$ cat config.mk
export PLATFORM = sky130hd
export DESIGN_NAME = serial_word_receiver_5bit
export DESIGN_NICKNAME = d
export VERILOG_FILES = /design/src/rtl/serial_word_receiver_5bit.sv
export SDC_FILE = /design/constraint.sdc
export NUM_CORES = 1
export LEC_CHECK = 0
export ABC_AREA = 1
export CORE_MARGIN = 4
export CORE_UTILIZATION = 51
export DETAILED_ROUTE_END_ITERATION = 10
export GPL_TIMING_DRIVEN = 0
export PLACE_DENSITY = 0.84
export SLEW_MARGIN = 30
export SYNTH_ARGS = -nofsm -noshare
export SYNTH_HDL_FRONTEND = slang
export SYNTH_SLANG_ARGS = --single-unit
$ cat constraint.sdc
create_clock -name clockpulse -period 1.2 [get_ports clockpulse]
set_input_delay 0.36 -clock clockpulse [delete_from_list [all_inputs] [get_ports clockpulse]]
set_output_delay 0.36 -clock clockpulse [all_outputs]
set_load 0.01 [all_outputs]
$ cat src/rtl/serial_word_receiver_5bit.sv
// Serial frame receiver: start bit, WIDTH data bits LSB first, stop bit.
// Presents each correctly framed word in parallel with a one-cycle valid pulse.
//
// state | meaning
// IDLE  | line idle, waiting for a 0 start bit
// DATA  | shifting in WIDTH data bits, LSB first
// STOP  | sampling the stop bit; 1 publishes the word, 0 flags a framing error
module serial_word_receiver_5bit #(
    parameter int WIDTH = 5
) (
    input  logic             clockpulse,
    input  logic             clear,
    input  logic             serialInput,
    output logic [WIDTH-1:0] out,
    output logic [WIDTH-1:0] notout,
    output logic             wordValid,
    output logic             framingError,
    output logic             busy
);

    localparam int CW = $clog2(WIDTH + 1);

    typedef enum logic [1:0] {
        IDLE = 2'd0,
        DATA = 2'd1,
        STOP = 2'd2
    } state_t;

    state_t           state;
    state_t           state_next;
    logic [CW-1:0]    count;
    logic [CW-1:0]    count_next;
    logic [WIDTH-1:0] shreg;
    logic [WIDTH-1:0] shreg_next;
    logic [WIDTH-1:0] word_next;
    logic             valid_next;
    logic             error_next;

    always_ff @(posedge clockpulse or negedge clear) begin
        if (!clear) begin
            state        <= IDLE;
            count        <= '0;
            shreg        <= '0;
            out          <= '0;
            notout       <= '1;
            wordValid    <= 1'b0;
            framingError <= 1'b0;
            busy         <= 1'b0;
        end else begin
            state        <= state_next;
            count        <= count_next;
            shreg        <= shreg_next;
            out          <= word_next;
            notout       <= ~word_next;
            wordValid    <= valid_next;
            framingError <= error_next;
            busy         <= (state_next != IDLE);
        end
    end

    always_comb begin
        state_next = state;
        count_next = count;
        shreg_next = shreg;
        word_next  = out;
        valid_next = 1'b0;
        error_next = 1'b0;
        case (state)
            IDLE: begin
                if (!serialInput) begin
                    state_next = DATA;
                    count_next = '0;
                end
            end
            DATA: begin
                shreg_next = {serialInput, shreg[WIDTH-1:1]};
                count_next = count + CW'(1);
                if (count == CW'(WIDTH - 1)) begin
                    state_next = STOP;
                end
            end
            STOP: begin
                // A 0 stop bit is reported, not reused as the next start bit.
                if (serialInput) begin
                    word_next  = shreg;
                    valid_next = 1'b1;
                end else begin
                    error_next = 1'b1;
                end
                state_next = IDLE;
            end
            default: begin
                state_next = IDLE;
            end
        endcase
    end

endmodule

==> Implementation_results.wiki, run 1 <==
{| class="wikitable"
! Metric !! Value
|-
| Share of the yosys chip area belonging to registers || 0.583
|-
| Per-instance average area after synthesis || 9.15 sq um
|-
| Detailed router's first-iteration violation count || 16
|-
| Type of the worst min-delay path || primary input to async pin
|-
| Largest net degree at the start of global routing || 24
|-
| Crit Path Max Fanout || 1
|-
| Final period util || 1.10
|-
| Minimum hold slack || -0.0173 ns
|-
| IO Port Bufs || 15
|-
| DRC viols || 0
|-
| Arr. time, crit path || 0.96 ns
|-
| TritonCTS Buffers || 3
|-
| Net count after synthesis || 114
|-
| First-pass iteration count of the detailed router || 4
|-
| Global routing usage summed across all routing layers || 0.157
|-
| Number of H-tree levels || 1
|-
| WS Path Type || flip-flop to output pin
|-
| Root Buffer || sky130_fd_sc_hd__clkbuf_4
|-
| Number of buffers between clock root and the deepest sink || 2
|-
| Core box area || 1780 sq um
|-
| Die height || 52.2 microns
|-
| Yosys cell types || 17
|-
| Crit path buffers/inverters || 1
|-
| Routed wire length || 1810 microns
|-
| Crit path time final || 1.32 ns
|-
| Number of instances in the synthesized netlist || 109
|-
| Critical path origin || notout[0]
|-
| Fraction of final layout cells sized beyond drive strength 1 || 0.281
|-
| Fill cells || 160
|-
| Startpoint Class || flip-flop
|-
| Number of buffers inserted by hold repair at cts || 0
|-
| Standard-cell rows || 15
|-
| Area of the die || 2730 sq um
|-
| Final number of setup-violating endpoints || 8
|-
| Transition time of the tightest slew-check pin || 0.485 ns
|-
| CTS sink cnt || 23
|-
| Area growth, synth to finish || 22.3%
|-
| Most area-consuming cells after synthesis || sky130_fd_sc_hd__dfrtp_1, sky130_fd_sc_hd__dfstp_2, sky130_fd_sc_hd__nand2_1
|-
| Source-to-sink clock delay at the later pin of the worst-skew pair || 0.31 ns
|-
| Sum of net half-perimeters after detailed placement || 1250 microns
|-
| Remaining Overflow, GRT || 0
|-
| Area of combinational cells with multiple inputs || 304 sq um
|-
| Drt via density || 4.81
|-
| Cell with the largest stage delay on the worst path || sky130_fd_sc_hd__dfstp_2
|-
| Fraction of post-synthesis cell area in the top cell type by area || 0.452
|-
| N_diodes || 0
|-
| Final critical-path setup slack || -0.118 ns
|-
| Number of antenna violations at the first check in global routing || 0
|-
| Non-Filler Cell Area, Final || 1220 sq um
|-
| Clock-pin slew on the worst setup and hold paths || 0.13 ns
|-
| Final number of hold-violating endpoints || 10
|-
| Worst supply voltage drop on vdd || 1200 uV
|-
| Final-stage net count || 141
|-
| Placed inst area || 1180 sq um
|-
| Die boundary width || 52.2 microns
|-
| Start of the worst register-to-register path || state[0]
|-
| Worst-case setup slack after placement || -0.386 ns
|-
| Static Leakage || 0.665 nW
|-
| Max-cap violations || 0
|-
| Critical path endpoint category || output pin
|-
| Vias in the first global route || 730
|-
| Result of the run || complete, but fails checks
|-
| Register Area || 582 sq um
|-
| Initial Util || 0.559
|-
| Maximum single-stage delay on the critical path || 0.55 ns
|-
| WL/cell || 11.3 microns
|-
| Critical path data required time || 0.84 ns
|-
| Overall Power || 3.03 mW
|-
| Leading area contributor after synthesis || sky130_fd_sc_hd__dfrtp_1
|-
| Number of warnings reported in the yosys synthesis log || 0
|-
| Unrepaired setup endpoints after global routing || true
|-
| Number of pins with negative max-slew slack in the final report || 0
|-
| Placer congestion estimate || 0.768
|-
| FF+latch count, synth || 23
|-
| Power Density || 2480 nW/um^2
|-
| CTS tree || done
|-
| Netlist area before placement || 997 sq um
|-
| Fin util || 0.684
|-
| Post-route antenna net violation count || 0
|-
| Boundary pin count || 16
|-
| Count of vias placed by the detailed router || 769
|-
| Kind of cell with the highest combined delay on the critical path || flip-flops
|-
| Critical path, cell by cell || buf_6
|-
| Fmax achieved || 0.759 GHz
|-
| Global-route wire length before repair || 3120 microns
|-
| Clock Skew || 0.0173 ns
|-
| Slew headroom || 0.676
|-
| Failing checks || hold timing, setup timing
|}
## stage by stage
| step | setup TNS (ns) | instances |
|---|---|---|
| 2_1_floorplan | 0 | 109 |
| 3_3_place_gp | -11.46 | 149 |
| 3_5_place_dp | -12.09 | 149 |
| 4_1_cts | -0.598 | 158 |
| 5_1_grt | -0.988 | 160 |
| 6_report | -0.569 | 160 |
## cell families (layout without fill, tap and decap cells)
logic type	after synthesis	in the layout	synth area share
AO/OA/AOI/OAI	6	6	0.0301
adder cells (fa/ha/maj)	2	2	0.0251
buffers and inverters	22	48	0.112
flip-flops	23	23	0.583
AND/OR/NAND/NOR	56	56	0.250
## layer usage
metal / vias up / routed length (microns) / track usage
met5: - / 0 / 0
met1: 362 / 748 / 0.185
met4: 0 / 36 / 0.0894
met2: 15 / 942 / 0.268
li1: 388 / - / -
met3: 4 / 85 / 0.0285
## cell usage after synthesis
cell type and count:
sky130_fd_sc_hd__nand2_1 35, sky130_fd_sc_hd__dfrtp_1 18, sky130_fd_sc_hd__inv_1 16, sky130_fd_sc_hd__nand3_1 9, sky130_fd_sc_hd__dfstp_2 5, sky130_fd_sc_hd__nand4_1 5, sky130_fd_sc_hd__o21ai_1 5, sky130_fd_sc_hd__nor2_1 4
sky130_fd_sc_hd__buf_6 3, sky130_fd_sc_hd__ha_1 2, sky130_fd_sc_hd__a21oi_1 1, sky130_fd_sc_hd__buf_2 1, sky130_fd_sc_hd__inv_2 1, sky130_fd_sc_hd__inv_6 1, sky130_fd_sc_hd__nand2_4 1, sky130_fd_sc_hd__nand3_2 1
sky130_fd_sc_hd__nor3_1 1
## worst reg2reg max path: stages (launching register included)
cell and delay, ns:
sky130_fd_sc_hd__dfrtp_1 0.47, sky130_fd_sc_hd__inv_2 0.17, sky130_fd_sc_hd__nand3_2 0.10, sky130_fd_sc_hd__buf_6 0.15, sky130_fd_sc_hd__nand2_1 0.05, sky130_fd_sc_hd__nand2_1 0.04
## cell type report
class                           count  area share
Clock inverter                      1     0.00410
Buffer                              4      0.0318
Inverter                           18      0.0595
Tap cell                           25      0.0256
Sequential cell                    23       0.477
Multi-Input combinational cell     64       0.249
Timing Repair Buffer               22       0.134
Clock buffer                        3      0.0185
## flip-flops by register name, indices dropped and copies added (netlist names)
name / count
busy: 1
count: 3
framingError: 1
notout: 5
out: 5
shreg: 5
state: 2
wordValid: 1
## power breakdown
part           switching, mW  internal [mW]
sequential             0.204           1.14
clock                  0.229          0.124
combinational          0.700          0.628
total                   1.13           1.90
## path summary, 6_finish.rpt
kind / endpoint / slack, ns / depth (start not counted)
max: notout[0] / -0.12 / 1
min: wordValid / -0.02 / 1
max reg2reg: out[0] / 0.10 / 5
min reg2reg: notout[0] / 0.53 / 3
max in group asynchronous: notout[4] / 0.85 / 1
min in group clockpulse: notout[0] / 0.53 / 3
## repair_timing
action | 4_1_cts | 5_1_grt
setup buffers | 5 | 2
endpoints found under the setup margin | 31 | 13
gates resized for setup | 58 | 0
gates cloned | 0 | 0
## layout by cell type, fill, tap and decap left out, types with 2 or more instances in the layout
master | Yosys | routed
sky130_fd_sc_hd__inv_1 | 16 | 16
sky130_fd_sc_hd__ha_1 | 2 | 2
sky130_fd_sc_hd__buf_4 | 0 | 7
sky130_fd_sc_hd__buf_2 | 1 | 10
sky130_fd_sc_hd__nand4_1 | 5 | 5
sky130_fd_sc_hd__dfstp_2 | 5 | 5
sky130_fd_sc_hd__nand2_1 | 35 | 35
sky130_fd_sc_hd__buf_6 | 3 | 8
sky130_fd_sc_hd__dfrtp_1 | 18 | 18
sky130_fd_sc_hd__nand3_1 | 9 | 9
sky130_fd_sc_hd__clkbuf_4 | 0 | 3
sky130_fd_sc_hd__nor2_1 | 4 | 4
sky130_fd_sc_hd__o21ai_1 | 5 | 5
(Power assumes the default switching activity.)
==> inputs of run 2 (changes only) <==
--- a/config.mk
+++ b/config.mk
@@ -7,10 +7,10 @@
 export LEC_CHECK = 0
 export ABC_AREA = 1
 export CORE_MARGIN = 4
-export CORE_UTILIZATION = 51
+export CORE_UTILIZATION = 30
 export DETAILED_ROUTE_END_ITERATION = 10
 export GPL_TIMING_DRIVEN = 0
-export PLACE_DENSITY = 0.84
+export PLACE_DENSITY = 0.57
 export SLEW_MARGIN = 30
 export SYNTH_ARGS = -nofsm -noshare
 export SYNTH_HDL_FRONTEND = slang
==> constraint.sdc (replaced) <==
create_clock -name clockpulse -period 1.2 [get_ports clockpulse]
set_input_delay 0.36 -clock clockpulse [delete_from_list [all_inputs] [get_ports clockpulse]]
set_output_delay 0.36 -clock clockpulse [all_outputs]
set_load 0.1 [all_outputs]
==> run 2 against run 1 <==
The flow finishes with violations (setup timing); worst hold slack better by 0.55 ns; final cell count up 12%; first-iteration DRC count up 25%; via count down 0.91%; sequential share of layout area decreased by 5.5 points; critical path depth unchanged; core utilization fell by 24 points; routed wire length grew 4.5%; sequential cell count unchanged; critical endpoint unchanged; highest routed layer unchanged.
==> Implementation_results.wiki, run 2 (synthesis results as in run 1) <==
{| class="wikitable"
! Metric !! Value
|-
| Vias in the first global route || 774
|-
| Crit Path Max Fanout || 1
|-
| Result of the run || complete, but fails checks
|-
| Crit path time final || 1.41 ns
|-
| Root Buffer || sky130_fd_sc_hd__clkbuf_4
|-
| Clock-pin slew on the worst setup and hold paths || 0.13 ns
|-
| Final-stage net count || 141
|-
| Number of pins with negative max-slew slack in the final report || 0
|-
| CTS tree || done
|-
| Critical path endpoint category || output pin
|-
| Core box area || 3130 sq um
|-
| Boundary pin count || 16
|-
| Fill cells || 315
|-
| Number of cells traversed by the worst register-to-register path || 5
|-
| DRC viols || 0
|-
| Fraction of final layout cells sized beyond drive strength 1 || 0.341
|-
| End of the worst register-to-register path || out[1]
|-
| Slew headroom || 0.648
|-
| Post-route antenna net violation count || 0
|-
| Critical path origin || notout[0]
|-
| Type of the worst min-delay path || flip-flop to flip-flop
|-
| Number of buffers between clock root and the deepest sink || 2
|-
| Standard-cell rows || 20
|-
| TritonCTS Buffers || 3
|-
| Most common cell after layout, fill and taps aside || sky130_fd_sc_hd__nand2_1
|-
| Remaining Overflow, GRT || 0
|-
| Sum of net half-perimeters after detailed placement || 1280 microns
|-
| Startpoint Class || flip-flop
|-
| Crit path buffers/inverters || 1
|-
| Fmax achieved || 0.707 GHz
|-
| Global routing usage summed across all routing layers || 0.107
|-
| Area growth, synth to finish || 40.8%
|-
| Reg2reg setup slack || 0.14 ns
|-
| Failing checks || setup timing
|-
| Worst setup path end || notout[0]
|-
| Placer congestion estimate || 0.745
|-
| Critical path, cell by cell || buf_12
|-
| Number of H-tree levels || 1
|-
| Maximum single-stage delay on the critical path || 0.57 ns
|-
| Commonest cells after routing, fill and taps aside || sky130_fd_sc_hd__nand2_1, sky130_fd_sc_hd__inv_1, sky130_fd_sc_hd__dfrtp_1, sky130_fd_sc_hd__buf_12, sky130_fd_sc_hd__nand3_1
|-
| First-pass iteration count of the detailed router || 4
|-
| Area of combinational cells with multiple inputs || 307 sq um
|-
| Largest net degree at the start of global routing || 24
|-
| Source-to-sink clock delay at the later pin of the worst-skew pair || 0.31 ns
|-
| Arr. time, crit path || 1.05 ns
|-
| Area of the die || 4310 sq um
|-
| Final number of setup-violating endpoints || 13
|-
| Cell with the largest stage delay on the worst path || sky130_fd_sc_hd__dfstp_2
|-
| Die height || 65.7 microns
|-
| TNS Setup || -1.67 ns
|-
| Transition time of the tightest slew-check pin || 0.527 ns
|-
| Register Area || 592 sq um
|-
| Critical path data required time || 0.84 ns
|-
| Detailed router's first-iteration violation count || 20
|-
| Die boundary width || 65.7 microns
|-
| Registers with the most flip-flops || notout: 5 flops, out: 5 flops, shreg: 5 flops
|-
| Count of vias placed by the detailed router || 762
|-
| Routed wire length || 1890 microns
|-
| CTS sink cnt || 23
|-
| Worst-case setup slack after placement || -0.791 ns
|-
| Final critical-path setup slack || -0.214 ns
|-
| Kind of cell with the highest combined delay on the critical path || flip-flops
|-
| Cell count of the worst hold path || 2
|-
| IO Port Bufs || 15
|-
| CP Depth || 1
|-
| Final period util || 1.18
|-
| Start of the worst register-to-register path || state[0]
|-
| Max-cap violations || 0
|-
| WL/cell || 10.6 microns
|-
| Drt via density || 4.26
|-
| Initial Util || 0.319
|-
| Number of antenna violations at the first check in global routing || 0
|-
| WS Path Type || flip-flop to output pin
|-
| Unrepaired setup endpoints after global routing || true
|-
| Final number of hold-violating endpoints || 0
|-
| N_diodes || 0
|-
| Global-route wire length before repair || 3570 microns
|-
| Clock Skew || 0.00698 ns
|}
-- run 2: changes by cell type in the layout (fill, tap and decap cells not counted), sizes merged --
cell	change
dlygate4sd3	+1
buf	-1
-- run 2: layout make-up --
| cell class | count | area share |
|---|---|---|
| Inverter | 18 | 0.0517 |
| Sequential cell | 23 | 0.422 |
| Multi-Input combinational cell | 64 | 0.218 |
| Tap cell | 44 | 0.0392 |
| Clock inverter | 1 | 0.00357 |
| Clock buffer | 3 | 0.0160 |
| Timing Repair Buffer | 22 | 0.222 |
| Buffer | 4 | 0.0276 |
-- run 2: worst min-delay path by stage --
stage	start	end	slack [ns]
after CTS	clear	out[0]	0.54
after global placement	out[0]	out[0]	0.48
after floorplan	clear	busy	0.06
after detailed placement	clear	shreg[2]	0.36
after global routing	shreg[1]	shreg[1]	0.57
final	shreg[3]	shreg[3]	0.53
-- run 2: per-stage QoR --
step | instance area [sq um] | hold slack (ns) | std cells | utilization
2_1_floorplan | 1010 | 0.0644 | 109 | -
3_3_place_gp | 1210 | 0.476 | 168 | 0.388
3_5_place_dp | 1210 | 0.364 | 168 | 0.386
4_1_cts | 1370 | 0.536 | 178 | 0.438
5_1_grt | 1400 | 0.573 | 179 | 0.449
6_report | 1400 | 0.530 | 179 | 0.449
-- run 2: layer usage --
metal	track usage	wire length, microns	vias up
met1	0.142	891	353
li1	-	-	391
met2	0.173	919	16
met4	0.0155	9	0
met5	0	0	-
met3	0.0342	73	2
-- run 2: what timing repair did --
action                     4_1_cts  5_1_grt
hold endpoints to repair         3        0
setup endpoints to repair       13       16
buffers inserted                 5        1
hold buffers                     1        0
resized for setup              108        6
gates cloned                     0        0
Power of run 2 is not shown: default switching activity piles up to over one toggle a cycle in this logic, so the estimate is an artifact.
